**src/rtl/fetch_stage_if.sv**
```systemverilog
// Bundle between the fetch stage, the instruction memory, the hazard unit and decode.
// The master modport is the fetch stage itself; the slave modport is its surroundings.
interface fetch_stage_if;
    logic        stall_i;
    logic        flush_i;
    logic        redirect_i;
    logic [31:0] redirect_pc_i;
    logic        imem_req_o;
    logic [31:0] imem_addr_o;
    logic [31:0] imem_rdata_i;
    logic        if_id_valid_o;
    logic [31:0] if_id_pc_o;
    logic [31:0] if_id_pc4_o;
    logic [31:0] if_id_instr_o;

    modport master (
        input  stall_i, flush_i, redirect_i, redirect_pc_i, imem_rdata_i,
        output imem_req_o, imem_addr_o,
        output if_id_valid_o, if_id_pc_o, if_id_pc4_o, if_id_instr_o
    );

    modport slave (
        output stall_i, flush_i, redirect_i, redirect_pc_i, imem_rdata_i,
        input  imem_req_o, imem_addr_o,
        input  if_id_valid_o, if_id_pc_o, if_id_pc4_o, if_id_instr_o
    );
endinterface

```
**src/rtl/fetch_stage.sv**
```systemverilog
// Instruction fetch stage: one-cycle-latency imem, skid buffer for stalls,
// redirect from EX and IF/ID pipeline register.
module fetch_stage #(
    parameter logic [31:0] RESET_PC  = 32'h0000_0000,
    parameter logic [31:0] NOP_INSTR = 32'h0000_0013
) (
    input  logic          clk,
    input  logic          rst_n,
    fetch_stage_if.master bus
);
    typedef enum logic [1:0] {IDLE, FETCH, HOLD} state_t;

    typedef struct packed {
        logic        valid;
        logic [31:0] pc;
        logic [31:0] instr;
    } slot_t;

    localparam slot_t       BUBBLE     = '{valid: 1'b0, pc: 32'd0, instr: NOP_INSTR};
    localparam logic [31:0] RESET_ADDR = {RESET_PC[31:2], 2'b00};

    state_t      state_reg;
    logic [31:0] pc_reg;
    logic        inflight_reg;
    logic [31:0] inflight_pc_reg;
    slot_t       skid_reg;
    slot_t       ifid_reg;

    logic        issue;
    logic [31:0] redirect_target;
    slot_t       resp;

    // A request goes out only when nothing holds the front end back this cycle.
    assign issue = !bus.redirect_i && !bus.stall_i &&
                   ((state_reg == FETCH) || (state_reg == HOLD));

    assign redirect_target = bus.redirect_pc_i & 32'hFFFF_FFFC;
    assign resp            = '{valid: 1'b1, pc: inflight_pc_reg, instr: bus.imem_rdata_i};

    always_ff @(posedge clk or negedge rst_n) begin
        if (!rst_n) begin
            state_reg       <= IDLE;
            pc_reg          <= RESET_ADDR;
            inflight_reg    <= 1'b0;
            inflight_pc_reg <= 32'd0;
            skid_reg        <= BUBBLE;
            ifid_reg        <= BUBBLE;
        end else begin
            inflight_reg <= issue;
            if (issue) begin
                pc_reg          <= pc_reg + 32'd4;
                inflight_pc_reg <= pc_reg;
            end

            if (bus.redirect_i) begin
                // The response of the last request (if any) is dropped here: it is never
                // written into skid or IF/ID, and the in-flight flag clears via issue=0.
                pc_reg    <= redirect_target;
                skid_reg  <= BUBBLE;
                ifid_reg  <= BUBBLE;
                state_reg <= FETCH;
            end else begin
                unique case (state_reg)
                    IDLE: begin
                        state_reg <= FETCH;
                    end
                    FETCH: begin
                        if (bus.stall_i) begin
                            if (inflight_reg) begin
                                skid_reg  <= resp;
                                state_reg <= HOLD;
                            end
                            if (bus.flush_i) begin
                                ifid_reg <= BUBBLE;
                            end
                        end else begin
                            ifid_reg <= (bus.flush_i || !inflight_reg) ? BUBBLE : resp;
                        end
                    end
                    HOLD: begin
                        if (bus.stall_i) begin
                            if (bus.flush_i) begin
                                ifid_reg <= BUBBLE;
                            end
                        end else begin
                            // Skid drains into IF/ID while the next request goes out.
                            ifid_reg  <= bus.flush_i ? BUBBLE : skid_reg;
                            skid_reg  <= BUBBLE;
                            state_reg <= FETCH;
                        end
                    end
                    default: begin
                        state_reg <= IDLE;
                    end
                endcase
            end
        end
    end

    assign bus.imem_req_o    = issue;
    assign bus.imem_addr_o   = pc_reg;
    assign bus.if_id_valid_o = ifid_reg.valid;
    assign bus.if_id_pc_o    = ifid_reg.pc;
    assign bus.if_id_pc4_o   = ifid_reg.pc + 32'd4;
    assign bus.if_id_instr_o = ifid_reg.instr;
endmodule
```
**src/flat_wrapper.sv**
```systemverilog
// flat-port wrapper written by rule: the top's interface ports become plain ports
module fetch_stage_flat 
#(
    parameter logic [31:0] RESET_PC  = 32'h0000_0000,
    parameter logic [31:0] NOP_INSTR = 32'h0000_0013
)
  (clk, rst_n, bus_stall_i, bus_flush_i, bus_redirect_i, bus_redirect_pc_i, bus_imem_rdata_i, bus_imem_req_o, bus_imem_addr_o, bus_if_id_valid_o, bus_if_id_pc_o, bus_if_id_pc4_o, bus_if_id_instr_o);
  fetch_stage_if bus_i ();
  input  logic clk;
  input  logic rst_n;
  input wire logic [$bits(bus_i.stall_i)-1:0] bus_stall_i;
  input wire logic [$bits(bus_i.flush_i)-1:0] bus_flush_i;
  input wire logic [$bits(bus_i.redirect_i)-1:0] bus_redirect_i;
  input wire logic [$bits(bus_i.redirect_pc_i)-1:0] bus_redirect_pc_i;
  input wire logic [$bits(bus_i.imem_rdata_i)-1:0] bus_imem_rdata_i;
  output wire logic [$bits(bus_i.imem_req_o)-1:0] bus_imem_req_o;
  output wire logic [$bits(bus_i.imem_addr_o)-1:0] bus_imem_addr_o;
  output wire logic [$bits(bus_i.if_id_valid_o)-1:0] bus_if_id_valid_o;
  output wire logic [$bits(bus_i.if_id_pc_o)-1:0] bus_if_id_pc_o;
  output wire logic [$bits(bus_i.if_id_pc4_o)-1:0] bus_if_id_pc4_o;
  output wire logic [$bits(bus_i.if_id_instr_o)-1:0] bus_if_id_instr_o;
  assign bus_i.stall_i = bus_stall_i;
  assign bus_i.flush_i = bus_flush_i;
  assign bus_i.redirect_i = bus_redirect_i;
  assign bus_i.redirect_pc_i = bus_redirect_pc_i;
  assign bus_i.imem_rdata_i = bus_imem_rdata_i;
  assign bus_imem_req_o = bus_i.imem_req_o;
  assign bus_imem_addr_o = bus_i.imem_addr_o;
  assign bus_if_id_valid_o = bus_i.if_id_valid_o;
  assign bus_if_id_pc_o = bus_i.if_id_pc_o;
  assign bus_if_id_pc4_o = bus_i.if_id_pc4_o;
  assign bus_if_id_instr_o = bus_i.if_id_instr_o;
  fetch_stage #(.RESET_PC(RESET_PC), .NOP_INSTR(NOP_INSTR)) u_core (.clk(clk), .rst_n(rst_n), .bus(bus_i));
endmodule
```
**config.mk**
```make
export PLATFORM = sky130hd
export DESIGN_NAME = fetch_stage_flat
export DESIGN_NICKNAME = d
export VERILOG_FILES = /design/src/rtl/fetch_stage_if.sv /design/src/rtl/fetch_stage.sv /design/src/flat_wrapper.sv
export SDC_FILE = /design/constraint.sdc
export NUM_CORES = 1
export LEC_CHECK = 0
export ABC_AREA = 1
export BUFFER_PORTS_ARGS = -buffer_cell sky130_fd_sc_hd__buf_2
export CORE_ASPECT_RATIO = 0.7
export CORE_MARGIN = 10
export CORE_UTILIZATION = 50
export DETAILED_ROUTE_END_ITERATION = 7
export PLACE_DENSITY = 0.73
export SLEW_MARGIN = 20
export SYNTH_ARGS = -nofsm -noshare
export SYNTH_HDL_FRONTEND = slang
export SYNTH_SLANG_ARGS = --single-unit
```
**constraint.sdc**
```tcl
create_clock -name clk -period 2.3 [get_ports clk]
set_input_delay 0.23 -clock clk [delete_from_list [all_inputs] [get_ports clk]]
set_output_delay 0.23 -clock clk [all_outputs]
set_load 0.02 [all_outputs]
```
==> reports/results.txt <==
share of cells above drive strength 1: 19.6%
r2r setup slk: 0.28 ns
Die Y-Extent: 142 um
Final Slew Violations: 0
Tot GR Track Use: 24.2%
Max Clock Skew: 0.0105 ns
CTS tree: done
status: finished, final reports clean
Post-Place Cells: 1854
core area: 0.0208 sq mm
Critical Path RT: 2.07 ns
Max-slew headroom: 52.3%
initial antenna violation count: 1
final hold slack: 0.0151 ns
Final Hold Vio Count: 0
diode count: 0
register area: 0.00482 sq mm
metal3 WL: 3.01 mm
proportion of synthesized area in mux cells: 0%
Hold Path Class: input port to flop
P_int: 8.06 mW
area of the multi-input gates: 0.00498 sq mm
dpl cell area: 0.0118 sq mm
Yosys warnings: 0
Layout Nets: 1682
largest family of logic cells by synthesized area: simple AND/OR/NAND/NOR gates
Longest Clk Path Bufs: 2
Slew @ Worst Pin: 0.716 ns
reg-to-reg endpoint: u_core.skid_reg[50]
Post-synth top flop: dfrtp_1
synthesized instance count: 1440
max frequency: 447 MHz
Synth Cell Area: 0.0106 sq mm
Final Util: 60.6%
Detailed Route WL: 34.1 mm
GP Congestion: 0.933
routed via count: 10500
Setup Viol. Count Final: 0
Initial Util: 51.0%
clk slew on worst S/H paths: 0.08 ns
Comb pwr share: 39.2%
total CTS buffers: 17
simple logic cell fraction of the synthesized area: 27.9%
crit-path max FO: 6
largest area contributor in the netlist: dfrtp_1
max FFs per register: 64
syn_area_per_cell: 7.37 sq um
fin area: 0.0126 sq mm
H-Tree Depth: 4
IO Port Bufs: 194
sequential fraction of the synthesis area: 45.3%
pre-CTS setup slack: 0.195 ns
Pre-antenna DRT Iters: 7
post-synthesis xor/xnor area fraction: 1.82%
sequential fraction of design power: 39.9%
Sink Count: 192
initial DRC count: 1147
compound-gate portion of the synthesized area: 15.6%
CP endpoint: bus_if_id_pc4_o[11]
post-synth top area share: 43.9%
Final min period: 2.24 ns
Post-synth EDFFs: 0
M1 WL: 16.3 mm
HPWL after DPL: 24.6 mm
synthesis-to-finish area growth: 18.9%
CP Class: flop to primary output
Synth Area in Adders: 0.707%
PD cells: 1150 mW/mm^2
leakage dissipation: 5.93 nW
first-pass GRT wire length: 54.6 mm
IO Count: 199
row count: 44
Sw Ratio: 44.2%
Congestion Overflow GR: 0
DR DRC count: 0
largest cells by area after synthesis: dfrtp_1 (44%), nand2_1 (16%), nand3_1 (5.5%)
number of global-route vias before repair: 9648
cells on worst reg2reg path: 9
critical path launch point type: flop
Reg-to-Reg Start: u_core.state_reg[0]
top layer reached by signal wires: met4
Routed Antenna Nets: 0
ys async rst share: 100%
Die X: 194 um
switching pwr: 6.39 mW
Yosys cell types: 38
part of the cycle the worst path needs: 97.4%
final total power: 14.5 mW
crit path from: u_core.bus.if_id_pc_o[4]
Finished Layout Cells: 1896
routed len/inst: 18.0 um
crit path DAT: 2.01 ns
via/cell ratio: 5.53
met2 WL: 14.5 mm
Seq cells post-synth: 192
die area: 0.0275 sq mm
setup TNS: 0 ns
Clock power frac: 20.8%
worst setup slack after layout: 0.0608 ns
RSZ-0062 raised after global routing: true
maximum VDD drop: 607 uV
largest net degree at the start of global routing: 65
Clk Latency, worst-skew pair: 0.44 ns
Max Cap Violations: 0
# fillers: 1946
Root Driver: clkbuf_16
Crit. End Element: primary output
-- Yosys cell counts, types with 6 or more instances --
cell type and count:
clkbuf_1 44, buf_2 29, nand3b_1 6, dfstp_2 6, o22ai_1 40, ha_1 6, inv_1 115, o211ai_1 54
nor3_1 11, xor2_1 19, nand3_1 117, o21ai_0 100, a21oi_1 16, inv_2 7, dfrtp_1 186, nand2_1 457
buf_4 9, nor2_1 111, o21ai_1 65, nand4_1 9
-- how the worst min path moves through the flow --
stage	start	end	slack (ns)	cells past startpoint
CTS	bus_redirect_pc_i[15]	u_core.bus.imem_addr_o[15]	0.0004	3
global route	bus_redirect_pc_i[6]	u_core.bus.imem_addr_o[6]	0.02	3
detailed placement	rst_n	u_core.bus.if_id_instr_o[22]	0.26	1
global placement	rst_n	u_core.bus.if_id_instr_o[22]	0.27	1
finish	bus_redirect_pc_i[15]	u_core.bus.imem_addr_o[15]	0.02	3
floorplan	rst_n	u_core.bus.if_id_instr_o[10]	-0.07	0
-- kinds of logic after synthesis --
| logic type | after synthesis |
|---|---|
| compound gates | 287 |
| fa+ha+maj | 6 |
| buf+inv | 212 |
| other cells | 1 |
| flops | 192 |
| simple gates | 720 |
| xor+xnor | 22 |
-- power by group through the flow --
stage,clock network [mW],logic (mW),registers (mW)
floorplan,0,3.38,5.97
global placement,0,5.44,5.74
detailed placement,0,5.57,5.78
CTS,3.05,5.63,5.73
global route,3.20,6.30,5.93
finish,3.01,5.67,5.77
-- timing repair --
action	in CTS	in global routing
endpoints found under the setup margin	11	27
cloned	0	0
hold buffers	4	0
endpoints found under the hold margin	62	0
pin swaps	1	3
buffers inserted	2	4
resized for setup	7	25
-- critical path: stages, from the launching register on --
cell and delay (ns):
dfrtp_2 0.44, nand3_1 0.18, inv_1 0.16, nand2_1 0.14
nor2_2 0.22, xor2_2 0.22, buf_2 0.21
-- final cells by class --
type / count / area share [%]
Tap cell: 276 / 2.74
Multi-Input combinational cell: 1037 / 39.5
Timing Repair Buffer: 236 / 11.2
Clock inverter: 15 / 1.31
Sequential cell: 192 / 38.2
Clock buffer: 17 / 3.37
Inverter: 123 / 3.70
-- metal layers --
metal  vias to the layer above  global-route usage, %
li1                       5068                      -
met1                      4946                   36.8
met2                       442                   34.3
met3                        20                   5.81
met4                         0                   4.32
met5                         -                      0
-- placed cells by master, fill, tap and decap left out, types with 6 or more instances in the layout --
| master | n |
|---|---|
| nand2_1 | 456 |
| buf_2 | 192 |
| dfrtp_1 | 177 |
| inv_1 | 115 |
| nand3_1 | 115 |
| nor2_1 | 104 |
| o21ai_0 | 100 |
| o21ai_1 | 65 |
| o211ai_1 | 54 |
| o22ai_1 | 40 |
| buf_4 | 31 |
| xor2_1 | 18 |
| clkbuf_16 | 17 |
| a21oi_1 | 16 |
| nand4_1 | 9 |
| dfrtp_2 | 9 |
| buf_12 | 8 |
| nor3_1 | 7 |
| nor2_2 | 7 |
| inv_2 | 6 |
| nand3b_1 | 6 |
| dfstp_2 | 6 |
Note: power is estimated with default switching activity, not from simulation.
